## config.mk

```make
export PLATFORM = sky130hd
export DESIGN_NAME = sleep_timer
export DESIGN_NICKNAME = d
export VERILOG_FILES = /design/src/rtl/lock_timer_pkg.sv /design/src/rtl/tick_prescaler.sv /design/src/rtl/sleep_timer.sv
export SDC_FILE = /design/constraint.sdc
export NUM_CORES = 1
export LEC_CHECK = 0
export ABC_CLOCK_PERIOD_IN_PS = 2070
export CORE_AREA = 2 2 39 41
export CTS_BUF_LIST = sky130_fd_sc_hd__clkbuf_8
export DETAILED_ROUTE_END_ITERATION = 12
export DIE_AREA = 0 0 41 43
export HOLD_SLACK_MARGIN = 0.15
export PLACE_DENSITY = 0.74
export SLEW_MARGIN = 0
export SYNTH_ARGS = -nofsm -noshare
export SYNTH_HDL_FRONTEND = slang
export SYNTH_HIERARCHICAL = 1
export SYNTH_SLANG_ARGS = --single-unit
```

## constraint.sdc

```tcl
create_clock -name clk -period 2.07 [get_ports clk]
set_clock_uncertainty 0.2 [all_clocks]
set_input_delay 0.207 -clock clk [delete_from_list [all_inputs] [get_ports clk]]
set_output_delay 0.207 -clock clk [all_outputs]
set_load 0.02 [all_outputs]
```

## src/rtl/lock_timer_pkg.sv

```systemverilog
// Shared types for the lock controller's timers: state encoding and count mode.
package lock_timer_pkg;

    typedef enum logic [1:0] {
        IDLE,
        COUNT,
        DONE
    } timer_state_t;

    typedef enum logic {
        ONE_SHOT,
        PERIODIC
    } timer_mode_t;

endpackage

```

## src/rtl/tick_prescaler.sv

```systemverilog
// Step-tick generator: one tick every DIV clocks, restarted whenever clear is high.
module tick_prescaler #(
    parameter int unsigned DIV = 1
) (
    input  logic clk,
    input  logic reset,
    input  logic clear,
    output logic tick
);

    localparam logic [15:0] LAST = 16'(DIV - 1);

    logic [15:0] div_cnt;

    // DIV=1 keeps div_cnt at 0, so tick stays high every clock.
    assign tick = (div_cnt == LAST);

    always_ff @(posedge clk or posedge reset) begin
        if (reset)
            div_cnt <= '0;
        else if (clear || tick)
            div_cnt <= '0;
        else
            div_cnt <= div_cnt + 16'd1;
    end

endmodule

```

## src/rtl/sleep_timer.sv

```systemverilog
// Sleep timer: counts to a sampled terminal value, pulses end_sleep, one-shot or periodic.
// Optional step prescaler enabled by defining SLEEP_TIMER_PRESCALE_EN.
module sleep_timer
    import lock_timer_pkg::*;
#(
    parameter int WIDTH        = 4,
    parameter int PRESCALE_DIV = 1
) (
    input  logic             clk,
    input  logic             reset,
    input  logic             sleep,
    input  logic [WIDTH-1:0] load_val,
    input  logic             periodic,
    output logic             end_sleep,
    output logic             busy,
    output logic [WIDTH-1:0] count
);

    timer_state_t     state, state_next;
    timer_mode_t      mode_q, mode_next;
    logic [WIDTH-1:0] tc_q, tc_next, count_next;
    logic             end_next;
    logic             tick;

`ifdef SLEEP_TIMER_PRESCALE_EN
    // Restart the step period on entry to COUNT, on abort, and outside COUNT.
    tick_prescaler #(
        .DIV(PRESCALE_DIV)
    ) u_prescaler (
        .clk  (clk),
        .reset(reset),
        .clear((state != COUNT) || !sleep),
        .tick (tick)
    );
`else
    logic unused_div;
    assign unused_div = (PRESCALE_DIV != 0);
    assign tick       = 1'b1;
`endif

    assign busy = (state == COUNT);

    always_ff @(posedge clk or posedge reset) begin
        if (reset) begin
            state     <= IDLE;
            count     <= '0;
            tc_q      <= '0;
            mode_q    <= ONE_SHOT;
            end_sleep <= 1'b0;
        end else begin
            state     <= state_next;
            count     <= count_next;
            tc_q      <= tc_next;
            mode_q    <= mode_next;
            end_sleep <= end_next;
        end
    end

    always_comb begin
        state_next = state;
        count_next = count;
        tc_next    = tc_q;
        mode_next  = mode_q;
        end_next   = 1'b0;
        case (state)
            IDLE: begin
                count_next = '0;
                if (sleep) begin
                    tc_next    = load_val;
                    mode_next  = timer_mode_t'(periodic);
                    state_next = COUNT;
                end
            end
            COUNT: begin
                // Abort wins over terminal count and does not wait for a tick.
                if (!sleep) begin
                    state_next = IDLE;
                    count_next = '0;
                end else if (tick) begin
                    if (count == tc_q) begin
                        end_next = 1'b1;
                        if (mode_q == PERIODIC)
                            count_next = '0;
                        else
                            state_next = DONE;
                    end else begin
                        count_next = count + 1'b1;
                    end
                end
            end
            DONE: begin
                if (!sleep) begin
                    state_next = IDLE;
                    count_next = '0;
                end
            end
            default: begin
                state_next = IDLE;
                count_next = '0;
            end
        endcase
    end

endmodule

```

Yosys cells after proc, flatten, opt, wreduce, memory -nomap -nowiden:

Index checks and enable logic that the tools add are counted.

* flip-flop bits (word level): 12
* output and inout bits: 6

* equal/unequal tests: 8
* add/sub/neg operators: 1
* reductions and logical operators: 4
* mux-type cells: 14

Operator list (number)
* 4-bit 2-to-1 mux: 4
* 2-bit 2-to-1 mux: 5
* 4-bit one-hot mux with 2 select lines: 1
* 2-bit one-hot mux with 3 select lines: 1
* 4-bit by 1-bit adder with 4-bit output (second input constant): 1
* 4-bit equality test: 1
* 2-bit inequality test (second input constant): 2
* 4-bit inequality test (second input constant): 1
* 2-bit AND reduction: 2
* 4-bit AND reduction: 1
* 1-bit 2-to-1 mux: 3
* 3-bit by 2-bit inequality test with 1-bit output (second input constant): 1
* 3-bit inequality test (second input constant): 1
* 2-bit by 1-bit equality test with 1-bit output (second input constant): 1
* 2-bit equality test (second input constant): 1
* 2-bit zero test: 1

Depth between registers and ports, before layout:

* depth after elaboration: 4
* depth in mapped cells: 4
* mapped depth without buffers: 4

Worst setup path after synthesis:

No wires, ideal clock.

* path kind: reg-to-reg
* from: register count[0]
* to: register count[3]
* stages on the path, launching flop included: 5
* path buffers: 0
* clock period less this slack: 1.669 ns
* data arrival time: 1.376 ns
* path slack: 0.401 ns
* cell sequence: dfrtp_1 > xnor2_1 > nand4_2 > mux2_2 > o31ai_2

* cells in the longest elaborated chain, start to end: 4
* elaborated cells on any way between the ends: 7

Ends and longest elaborated chain
* start: declaration: line sleep_timer.sv:16 `output logic [WIDTH-1:0] count`
* start signal: assignment: line sleep_timer.sv:52 `count <= count_next;`
* 4-bit by 1-bit adder with 4-bit output / 4-bit equality test (equally long branches): line sleep_timer.sv:87, sleep_timer.sv:80
* 4-bit 2-to-1 mux: line sleep_timer.sv:80 `if (count == tc_q) begin`
* 4-bit 2-to-1 mux: line sleep_timer.sv:76 `if (!sleep) begin`
* 4-bit one-hot mux with 2 select lines: line sleep_timer.sv:65 `case (state)`

Several ways; a longest one is shown, not always the timed one.
A chain may end at the register's enable or synchronous reset.

Worst setup path in the final report:

* from: register state[0]
* to: output busy

* cells in the longest elaborated chain, start to end: 1

Ends and longest elaborated chain
* start: declaration: line sleep_timer.sv:19 `timer_state_t state, state_next;`
* start signal: assignment: line sleep_timer.sv:51 `state <= state_next;`
* 2-bit by 1-bit equality test with 1-bit output: line sleep_timer.sv:41 `assign busy = (state == COUNT);`
* end: declaration: line sleep_timer.sv:15 `output logic busy,`

No other way between the ends.

==> flow_summary.ini <==
[finish]
fin_nets = 77
diodes = 0
fin_util = 0.588
area_growth_pct = 34.6
drive_gt1_frac = 0.273

[setup_path]
crit_type = flip-flop to output port
rrSetupSlack_ns = 0.32
worstSetupStartpointType = flip-flop
critPathMaxFanout = 4
cp.required_ns = 1.66
worstPathArrival_ns = 1.41
worstSetupEndpointType = output port

[global_route]
grt_max_degree = 13
overflow = 0
use_met3 = 0.0471
grt_pass1_vias = 440
grtUsageMet2 = 0.278
grt_util_met1 = 0.225
antenna_found_initial = 0
grt_first_pass_wirelength_um = 2090
track_usage = 0.183
gr-max-usage-layer = met2

[sta]
slew_headroom = 0.705
setup-violations-final = 0
clock.fmax_ghz = 0.551
rsz0062_at_grt = no
drv_slew = 0
fin_crit_ns = 1.81
setup_tns_ns = 0
worst_pin_slew_ns = 0.442
period_share = 0.877
final-hold-violation-count = 0

[routing]
drt-pass1-iter-count = 2
postRouteAntennaNets = 0
vias_per_cell = 5.39
vias = 442
initialDrtViolationCount = 4
route.detailed.drc = 0
wl_um = 1170
post_drt_wl_per_cell_um = 14.3

[clocking]
clk_pin_slew_worst_paths_ns = 0.05
clock_path_buffers = 2
clkLatencyLatePin_ns = 0.24
cts.sinks = 12
cts-root-buf = clkbuf_8
numCtsBuffers = 3
htreeDepth = 1
cts_tree = built

[pwr]
p_per_area_nw_per_um2 = 928
p_total_uw = 755
peakVddDrop_mv = 0.451
leakage_nw = 0.352

[synthesis]
synth_seq_cells = 12
synth_cell_types = 22
avgSynthCellArea_um2 = 12.6
postSynthCellCount = 48
ys.warnings.count = 6
yosysSeqAreaShare = 0.497
synthesis.area_um2 = 604
syn_nets = 57

[floorplan]
die_w_um = 41
start_util = 0.437
die_area_um2 = 1760
io_pins = 14
core_um2 = 1380
die_h_um = 43
rows = 14

[placed_design]
gp_congestion = 0.689
hpwl_um = 904
numPortBuffers = 13

[status]
status = completed

[hold_path]
min_path_type = flip-flop to flip-flop

[flow_run]
cap_violations = 0
==> cell usage after synthesis (all sizes together) <==
library cell	instances	area, µm²
and3b	1	8.76
and3	1	7.51
mux2	7	78.8
dfrtp	12	300
o31ai	2	25.0
xnor2	4	42.6
nor2	4	15.0
ha	1	12.5
and2	1	6.26
nor3b	1	12.5
nand2b	1	6.26
a32oi	2	17.5
nand2	1	3.75
inv	3	11.3
nand4	1	12.5
nor2b	1	6.26
o21ai	2	10.0
a22o	1	10.0
nand3b	1	7.51
a32o	1	10.0
==> through the flow <==
stage,instance area (µm²),hold WS (ns),instances,setup slack (ns)
after CTS,813,0.332,82,0.240
after global placement,762,0.317,78,0.249
after detailed placement,762,0.321,78,0.203
final,813,0.328,82,0.255
after global routing,813,0.339,82,0.168
after floorplan,604,-0.128,48,0.401
==> cell families (layout without fill, tap and decap cells) <==
family / count (synthesis) / count (layout) / share of synthesized area
mux: 7 / 7 / 0.130
simple gates: 13 / 13 / 0.143
compound gates: 8 / 8 / 0.120
fa+ha+maj: 1 / 1 / 0.0207
flops: 12 / 12 / 0.497
buf+inv: 3 / 21 / 0.0186
xor+xnor: 4 / 4 / 0.0704
==> cell usage in the layout, fill, tap and decap left out <==
master           netlist  layout
xnor2_1                3       3
a32oi_1                2       2
o31ai_2                2       2
and3b_1                1       1
ha_1                   1       1
and3_2                 1       1
dlygate4sd3_1          0       1
clkdlybuf4s50_1        0      13
nor3b_2                1       1
o21ai_1                1       1
mux2_2                 7       7
a32o_1                 1       1
nand2_1                1       1
a22o_2                 1       1
buf_4                  0       1
and2_1                 1       1
dfrtp_1               12      12
inv_1                  3       3
nand3b_1               1       1
xnor2_2                1       1
nand2b_1               1       1
nand4_2                1       1
o21ai_0                1       1
clkbuf_8               0       3
nor2_1                 4       4
nor2b_1                1       1
==> critical path, cell delays in order (launching register included) <==
cell and delay [ns]:
dfrtp_1 0.39, nor2b_1 0.17, clkdlybuf4s50_1 0.61
==> worst paths after layout <==
check / start / endpoint / cells past startpoint
max: state[0] / busy / 2
min: tc_q[0] / tc_q[0] / 1
max reg2reg: count[0] / count[0] / 4
min reg2reg: tc_q[0] / tc_q[0] / 1
max in group asynchronous: reset / count[3] / 3
min in group asynchronous: reset / state[0] / 3
==> cell type report <==
cell class                      count  area [µm²]
Fill cell                         109         571
Sequential cell                    12         300
Multi-Input combinational cell     33         293
Timing Repair Buffer               15         148
Clock buffer                        3        41.3
Tap cell                           16        20.0
Inverter                            3        11.3
==> what timing repair did <==
| action | in CTS | in global routing |
|---|---|---|
| hold buffers | 1 | 0 |
| resized for setup | 0 | 0 |
| setup buffers | 0 | 0 |
| endpoints found under the hold margin | 12 | 0 |
==> power breakdown <==
group,internal [mW],leakage [nW],switching (mW),total [mW]
clock network,0.128,0.0216,0.0814,0.209
logic,0.123,0.178,0.0911,0.214
registers,0.283,0.153,0.0486,0.331
total,0.534,0.352,0.221,0.755
==> per-layer routing <==
| layer | up-vias | part of all wire | wire [µm] |
|---|---|---|---|
| li1 | 210 | - | - |
| met5 | - | 0 | 0 |
| met3 | 4 | 0.034 | 40 |
| met1 | 219 | 0.40 | 471 |
| met2 | 9 | 0.54 | 634 |
| met4 | 0 | 0.023 | 27 |
==> state kept, by name, indices dropped and copies added, names as in the netlist <==
signal and count:
state 2, end_sleep 1, tc_q 4, count 4, mode_q 1
Note: power is estimated with default switching activity, not from simulation.
